[src/rtl/fifo_stream_reader.sv]
// fifo_stream_reader
// Read-side master for a synchronous FIFO with one cycle of read latency.
// Words popped from the FIFO land in a two-entry skid buffer whose head
// drives a valid/ready stream. A read is only issued when the buffer can
// take the word on arrival, so backpressure never loses data.

module fifo_stream_reader #(
    parameter int FIFO_WIDTH = 16,
    parameter int CNT_WIDTH  = 16
) (
    input  logic                  clk,
    input  logic                  rst,
    input  logic                  enable,
    output logic                  fifo_rd_en,
    input  logic [FIFO_WIDTH-1:0] fifo_data_out,
    input  logic                  fifo_empty,
    input  logic                  fifo_underflow,
    output logic                  m_valid,
    output logic [FIFO_WIDTH-1:0] m_data,
    input  logic                  m_ready,
    output logic [CNT_WIDTH-1:0]  rd_count,
    output logic                  underflow_err
);

    logic [FIFO_WIDTH-1:0] buf_head;
    logic [FIFO_WIDTH-1:0] buf_tail;
    logic [1:0]            buf_cnt;
    logic                  inflight;
    logic                  pop;
    logic                  push;
    logic [2:0]            occupancy;
    logic [2:0]            room_limit;

    assign m_valid = (buf_cnt != 2'd0);
    assign m_data  = buf_head;

    // Handshake decode and read issue: a read goes out only when the buffered
    // plus in-flight words leave a free slot, counting the slot a pop frees now.
    always_comb begin
        pop        = m_valid && m_ready;
        push       = inflight && !fifo_underflow;
        occupancy  = {1'b0, buf_cnt} + {2'b00, inflight};
        room_limit = 3'd2 + {2'b00, pop};
        fifo_rd_en = enable && !fifo_empty && !rst && (occupancy < room_limit);
    end

    // Remember whether a read was issued last cycle, so its data is captured now.
    always_ff @(posedge clk) begin
        if (rst) begin
            inflight <= 1'b0;
        end else begin
            inflight <= fifo_rd_en;
        end
    end

    // Two-entry output buffer. The head is the stream word; a simultaneous
    // push and pop keeps occupancy and shifts the tail forward in order.
    always_ff @(posedge clk) begin
        if (rst) begin
            buf_head <= '0;
            buf_tail <= '0;
            buf_cnt  <= 2'd0;
        end else begin
            case ({push, pop})
                2'b10: begin
                    if (buf_cnt == 2'd0) begin
                        buf_head <= fifo_data_out;
                    end else begin
                        buf_tail <= fifo_data_out;
                    end
                    buf_cnt <= buf_cnt + 2'd1;
                end
                2'b01: begin
                    buf_head <= buf_tail;
                    buf_cnt  <= buf_cnt - 2'd1;
                end
                2'b11: begin
                    if (buf_cnt == 2'd1) begin
                        buf_head <= fifo_data_out;
                    end else begin
                        buf_head <= buf_tail;
                        buf_tail <= fifo_data_out;
                    end
                end
                default: begin
                end
            endcase
        end
    end

    // Count words delivered on the stream; wraps naturally at full scale.
    always_ff @(posedge clk) begin
        if (rst) begin
            rd_count <= '0;
        end else if (pop) begin
            rd_count <= rd_count + 1'b1;
        end
    end

    // Sticky flag for a read that the FIFO reported as an underflow.
    always_ff @(posedge clk) begin
        if (rst) begin
            underflow_err <= 1'b0;
        end else if (inflight && fifo_underflow) begin
            underflow_err <= 1'b1;
        end
    end

    // The issue rule must never let a word arrive into a full, stalled buffer.
    a_no_overflow: assert property (@(posedge clk) disable iff (rst)
        !(push && (buf_cnt == 2'd2) && !pop));

endmodule

[config.mk]
export PLATFORM = sky130hd
export DESIGN_NAME = fifo_stream_reader
export DESIGN_NICKNAME = d
export VERILOG_FILES = /design/src/rtl/fifo_stream_reader.sv
export SDC_FILE = /design/constraint.sdc
export NUM_CORES = 1
export LEC_CHECK = 0
export BUFFER_PORTS_ARGS = -buffer_cell sky130_fd_sc_hd__clkbuf_2
export CORE_ASPECT_RATIO = 0.9
export CORE_UTILIZATION = 40
export DETAILED_ROUTE_END_ITERATION = 16
export PLACE_DENSITY = 0.6
export SLEW_MARGIN = 10
export SYNTH_ARGS = -nofsm -noshare
export SYNTH_HDL_FRONTEND = slang
export SYNTH_SLANG_ARGS = --single-unit
export TNS_END_PERCENT = 20
[constraint.sdc]
create_clock -name clk -period 4 [get_ports clk]
set_input_delay 0.4 -clock clk [delete_from_list [all_inputs] [get_ports clk]]
set_output_delay 0.4 -clock clk [all_outputs]
set_load 0.03 [all_outputs]
==> results of run 1 <==
report_power, final:
group | internal (mW) | total, mW | switching, mW
combinational | 0.116 | 0.365 | 0.249
sequential | 0.569 | 0.599 | 0.0300
clock | 0.119 | 0.280 | 0.160
total | 0.805 | 1.24 | 0.439
synthesized netlist by cell type, types with 2 or more instances:
cell	instances	area, um^2
a21oi_1	9	45.0
ha_1	10	125
xnor2_1	4	35.0
nand2_1	13	48.8
inv_1	7	26.3
dfxtp_1	52	1040
a211oi_1	2	15.0
buf_2	4	20.0
a221oi_1	16	140
nor3_1	17	85.1
nand3_1	6	30.0
clkbuf_1	7	26.3
mux2i_1	16	160
o31ai_1	5	37.5
or4_1	5	37.5
and4b_1	4	40.0
a21oi_2	2	17.5
nand2b_1	3	18.8
xor2_1	7	61.3
nand4_1	3	18.8
nor2_1	46	173
layout make-up:
type                       count  area, um^2
tap                           67        83.8
clock buffer                   6        72.6
inverter                       8        30.0
multi-input combinational    176        1150
timing repair buffer          56         280
clock inverter                 1        5.00
fill                         525        2680
sequential                    52        1040
worst min-delay path, cell delays in order:
cell and delay (ps):
clkbuf_2 90, mux2i_1 60, nor2_1 70
through the flow:
step	cells	util	total power [mW]	hold WS (ps)	setup slack (ps)
CTS	366	0.498	1.26	342	1100
finish	366	0.498	1.24	349	1130
floorplan	247	-	0.878	463	1630
global placement	359	0.484	0.979	462	1210
detailed placement	359	0.484	0.980	464	1120
global route	366	0.498	1.32	357	880
state kept, by name, indices dropped and copies added (netlist names):
name	count
m_data	16
buf_tail	16
rd_count	16
buf_cnt	2
inflight	1
underflow_err	1
routing by layer:
| layer | vias to the layer above | global-route usage | wire length [um] |
|---|---|---|---|
| met5 | - | 0 | 0 |
| met4 | 0 | 0.0476 | 27 |
| met3 | 2 | 0.0435 | 214 |
| met2 | 39 | 0.265 | 2160 |
| met1 | 863 | 0.239 | 2520 |
| li1 | 986 | - | - |
path summary, 6_finish.rpt:
| kind | start | end | slack (ps) | cells after the start |
|---|---|---|---|---|
| worst max-delay path | buf_cnt[0]$_SDFFE_PP0P_ | buf_tail[5]$_SDFFE_PP0P_ | 1130 | 9 |
| worst max register to register | buf_cnt[0]$_SDFFE_PP0P_ | buf_tail[5]$_SDFFE_PP0P_ | 1130 | 9 |
| worst min-delay path | fifo_data_out[0] | buf_tail[0]$_SDFFE_PP0P_ | 350 | 3 |
| worst min register to register | underflow_err$_SDFFE_PP0P_ | underflow_err$_SDFFE_PP0P_ | 480 | 2 |
cells by family (layout without fill, tap and decap cells):
| group | Yosys count | count (layout) | synth area share |
|---|---|---|---|
| compound gates | 36 | 36 | 0.118 |
| mux | 16 | 16 | 0.0706 |
| xor+xnor | 11 | 11 | 0.0424 |
| flops | 52 | 52 | 0.459 |
| buf+inv | 19 | 71 | 0.0336 |
| simple gates | 103 | 103 | 0.222 |
| fa+ha+maj | 10 | 10 | 0.0551 |
==> results.toml, run 1 <==
[power]
leakage_nw = 1.21
p_per_area_nw_per_um2 = 467
vdd_drop_max_v = 0.000253

[die]
rows = 25
fp.dieH_um = 73.5
coreArea_um2 = 5350
die-area_um2 = 5980
initial_utilization = 0.424
ios = 57
die-width_um = 81.4

[grt]
grt_max_degree = 53
track_usage = 0.173
grt_pass1_wl_mm = 7.89
grt.overflow.total = 0
grt_pass1_vias = 1661
antenna_found_initial = 0

[cts]
root_buffer = "clkbuf_8"
h-tree-depth = 2
post_cts_resized = 0
post-cts-setup-buffers = 0
numCtsBuffers = 5
clockBufferDepth = 2
worstSkewPairLatency_ps = 300
cts_hold_repair.buffers = 0
tritoncts = "done"
clk_pin_slew_worst_paths_ps = 90
cts_sinks = 52

[detailed_routing]
postRouteAntennaNets = 0
avgRoutedWirePerCell_um = 13.5
drt-initial-drc-count = 82
route.detailed.drc = 0
wirelength_mm = 4.93
drtPass1Iterations = 4
avgViaCountPerCell = 5.16
vias = 1890

[critical_path]
cp_slowest_cell = "nand3_1"
cp_cell_sequence = "inv_1 > ha_1 > nand2b_1 > inv_2 > ha_1 > nand2_1 > nand3_1 > mux2i_1 > nor2_1"
crit_buf_inv = 2
arrival_ps = 3010
cp_top_family = "simple AND/OR/NAND/NOR gates"
worst-path-max-fanout = 16
crit_top_cell = "ha_1"
crit_type = "flip-flop to flip-flop"
start_kind = "flip-flop"
cp-end-kind = "flip-flop"
crit_required_ps = 4150
slowest_delay_ps = 710

[place]
numPortBuffers = 56
hpwlAfterDp_mm = 3.37
gp_congestion = 0.765
post_dp_cell_area_um2 = 2590

[synthesis]
ys_seq_area_frac = 0.459
synth_flop_cell = "dfxtp_1"
yosysWarnings = 0
ys_types = 30
syn_area_um2 = 2270
syn_avg_cell_area_um2 = 9.19
ys_ff_latch = 52
async_reset_ff_frac = 0
synth_nets = 279
synth_edf_count = 0
postSynthCellCount = 247

[timing]
rsz0062_at_grt = "false"
period_minus_slack_ps = 2870
tns_ps = 0
worst_slew_pin_slew_ps = 1070
finalSetupViolCount = 0
finalMaxSlewViolations = 0
fmax_ghz = 0.349
hold_viol = 0
skew_ps = 9.09
fin_crit_sh = 0.717
max_slew_margin = 0.289

[layout]
area_delta_synth_final_pct = 17.4
final_cell_mix = "clkbuf_2, dfxtp_1, nor2_1"
layout_commonest_cell = "clkbuf_2"
num_antenna_cells = 0
post_route_cells_drive_above_1_share = 0.224
num-nets-final = 331
design_area_um2 = 2670

[worst_hold_path]
hold_path.class = "input port to flip-flop"

[run_status]
status = "complete, no violations"

[run]
cap_violations = 0
(Power assumes the default switching activity.)
==> run 2: changes to the inputs <==
--- a/config.mk
+++ b/config.mk
@@ -5,11 +5,12 @@
 export SDC_FILE = /design/constraint.sdc
 export NUM_CORES = 1
 export LEC_CHECK = 0
+export ABC_AREA = 1
 export BUFFER_PORTS_ARGS = -buffer_cell sky130_fd_sc_hd__clkbuf_2
 export CORE_ASPECT_RATIO = 0.9
 export CORE_UTILIZATION = 40
 export DETAILED_ROUTE_END_ITERATION = 16
-export PLACE_DENSITY = 0.6
+export PLACE_DENSITY = 0.59
 export SLEW_MARGIN = 10
 export SYNTH_ARGS = -nofsm -noshare
 export SYNTH_HDL_FRONTEND = slang
==> constraint.sdc (replaced) <==
create_clock -name clk -period 2.69 [get_ports clk]
set_input_delay 0.269 -clock clk [delete_from_list [all_inputs] [get_ports clk]]
set_output_delay 0.269 -clock clk [all_outputs]
set_load 0.03 [all_outputs]
==> run 2 against run 1 <==
Against the previous run:
- wire length grew 18%
- largest cell class unchanged
- critical path type is now flip-flop to output pin
- global-route usage grew 0.50 points
- final cell count up 39%
- worst hold slack lost 160 ps
- die area up 13%
- clock power is 66% higher
- synthesized area is 14% higher
- largest power group unchanged
- combinational power rose by 58%
- count of clock-buffer cells in the layout up 1
- cell area up 13%
- sequential share of layout area decreased by 4.6 points
- setup slack lost 580 ps
==> results.toml, run 2 <==
[cts]
cts_hold_repair.buffers = 0
worstSkewPairLatency_ps = 300
clk_pin_slew_worst_paths_ps = 90
numCtsBuffers = 5
h-tree-depth = 2
tritoncts = "done"
clockBufferDepth = 2
cts_sinks = 52
root_buffer = "clkbuf_8"
post_cts_resized = 0
post-cts-setup-buffers = 0

[critical_path]
cp-end-kind = "output pin"
cp_cell_sequence = "inv_1 > ha_1 > inv_2 > nand2_4 > o21ai_0 > and3_1 > clkbuf_2"
slowest_delay_ps = 390
cp_slowest_cell = "dfxtp_1"
crit_type = "flip-flop to output pin"
r2r_start = "buf_cnt[0]$_SDFFE_PP0P_"
r2r_end = "buf_tail[12]$_SDFFE_PP0P_"
worst-r2r-cell-count = 11
r2r_slack_ps = 620
cp_top_family = "buffers and inverters"
worst-path-max-fanout = 9
start_kind = "flip-flop"
crit_buf_inv = 3
crit_required_ps = 2420
arrival_ps = 1870

[timing]
fin_crit_sh = 0.795
tns_ps = 0
skew_ps = 10.0
fmax_ghz = 0.468
finalSetupViolCount = 0
max_slew_margin = 0.441
rsz0062_at_grt = "false"
worst_slew_pin_slew_ps = 837
finalMaxSlewViolations = 0
period_minus_slack_ps = 2140
hold_viol = 0

[die]
die-area_um2 = 6770
fp.dieH_um = 78.2
coreArea_um2 = 6180
rows = 27
ios = 57
initial_utilization = 0.417
die-width_um = 86.6

[synthesis]
synth_flop_cell = "dfxtp_1"
ys_ff_latch = 52
ys_types = 28
postSynthCellCount = 365
syn_avg_cell_area_um2 = 7.06
synth_top_cell_area_share = 0.404
async_reset_ff_frac = 0
synth_nets = 397
synth_common_cells = "inv_1, dfxtp_1, o21ai_0"
synth.most_common_cell = "inv_1"
yosysWarnings = 0
yosys-top-cells-area = "dfxtp_1, inv_1, o21ai_0, nand2_1, nand3_1"
syn_area_um2 = 2580
ys_seq_area_frac = 0.404
synth_top_cell_by_area = "dfxtp_1"
synth_edf_count = 0

[grt]
grt_max_degree = 34
track_usage = 0.178
grt_pass1_vias = 2031
antenna_found_initial = 0
grt_pass1_wl_mm = 9.59
grt.overflow.total = 0

[layout]
design_area_um2 = 3020
num-nets-final = 452
post_route_cells_drive_above_1_share = 0.192
area_delta_synth_final_pct = 17.3
final_cell_mix = "inv_1, clkbuf_2, dfxtp_1"
fin_util = 0.489
layout_commonest_cell = "inv_1"
num_antenna_cells = 0

[run]
cap_violations = 0

[detailed_routing]
vias = 2432
route.detailed.drc = 0
postRouteAntennaNets = 0
avgViaCountPerCell = 4.79
drt-initial-drc-count = 104
wirelength_mm = 5.82
drtPass1Iterations = 4
avgRoutedWirePerCell_um = 11.5

[place]
hpwlAfterDp_mm = 4.07
post_dp_cell_area_um2 = 2930
numPortBuffers = 56
gp_congestion = 0.812

[power]
leakage_nw = 1.56
vdd_drop_max_v = 0.000294
p_per_area_nw_per_um2 = 640

[run_status]
status = "complete, no violations"

[worst_hold_path]
hold_start = "fifo_data_out[10]"
min_path_cells = 3
hold_path.class = "input port to flip-flop"
hold_end = "buf_tail[10]$_SDFFE_PP0P_"
==> run 2: cell count changes after synthesis, moves of 5 or more <==
| cell | delta |
|---|---|
| inv_1 | +63 |
| o21ai_0 | +48 |
| nand2_1 | +25 |
| o21ai_1 | +23 |
| nand3_1 | +20 |
| a221oi_1 | -16 |
| mux2i_1 | -16 |
| nor2_1 | -16 |
| a21oi_1 | +15 |
| nor3_1 | -14 |
| o31ai_1 | -5 |
| or4_1 | -5 |
| xor2_1 | -5 |
==> run 2: how the worst max path moves through the flow <==
stage	start	to	slack [ps]	cells after the start
6_report	buf_cnt[0]$_SDFFE_PP0P_	fifo_rd_en	550	7
5_1_grt	buf_cnt[0]$_SDFFE_PP0P_	buf_tail[12]$_SDFFE_PP0P_	410	11
4_1_cts	buf_cnt[0]$_SDFFE_PP0P_	fifo_rd_en	530	7
3_5_place_dp	buf_cnt[0]$_SDFFE_PP0P_	m_data[14]$_SDFFE_PP0P_	640	10
3_3_place_gp	buf_cnt[0]$_SDFFE_PP0P_	m_data[14]$_SDFFE_PP0P_	700	10
2_1_floorplan	buf_cnt[0]$_SDFFE_PP0P_	m_data[0]$_SDFFE_PP0P_	750	11
==> run 2: power by group <==
part	switching, mW	internal [mW]	leakage (nW)
sequential	0.0445	0.847	0.423
clock	0.256	0.210	0.0445
combinational	0.409	0.167	1.10
total	0.710	1.22	1.56
==> run 2: kinds of logic after synthesis <==
group,count (synthesis),share of synthesized area
XOR/XNOR,2,0.00680
flip-flops,52,0.404
AO/OA/AOI/OAI,102,0.204
adder cells (fa/ha/maj),10,0.0485
AND/OR/NAND/NOR,112,0.201
buffers and inverters,87,0.135
==> run 2: metal layers <==
metal  wire length [um]  GRT usage
met3                231     0.0315
met1               3060      0.254
met5                  0          0
met2               2470      0.279
met4                 51     0.0400
==> run 2: per-stage QoR <==
step	total power, mW	setup slack, ps	instances	hold slack (ps)
floorplan	1.33	748	365	410
global placement	1.48	704	500	450
detailed placement	1.49	640	500	469
CTS	1.96	531	508	188
global route	2.05	412	508	189
finish	1.93	552	508	193
==> run 2: worst register-to-register path, stage by stage, from the launching register on <==
cell and delay (ps):
dfxtp_1 390, inv_1 90, ha_1 280, inv_2 120, nand2_4 110, ha_1 210, nand2_1 60, nand2_1 50
nor2_2 90, buf_4 280, o21ai_0 130, a21oi_1 180
==> run 2: layout make-up <==
cell class,instances,area (um^2)
Sequential cell,52,1040
Tap cell,87,109
Inverter,75,282
Clock buffer,7,86.3
Timing Repair Buffer,60,310
Multi-Input combinational cell,226,1190
Clock inverter,1,7.51
Fill cell,663,3160
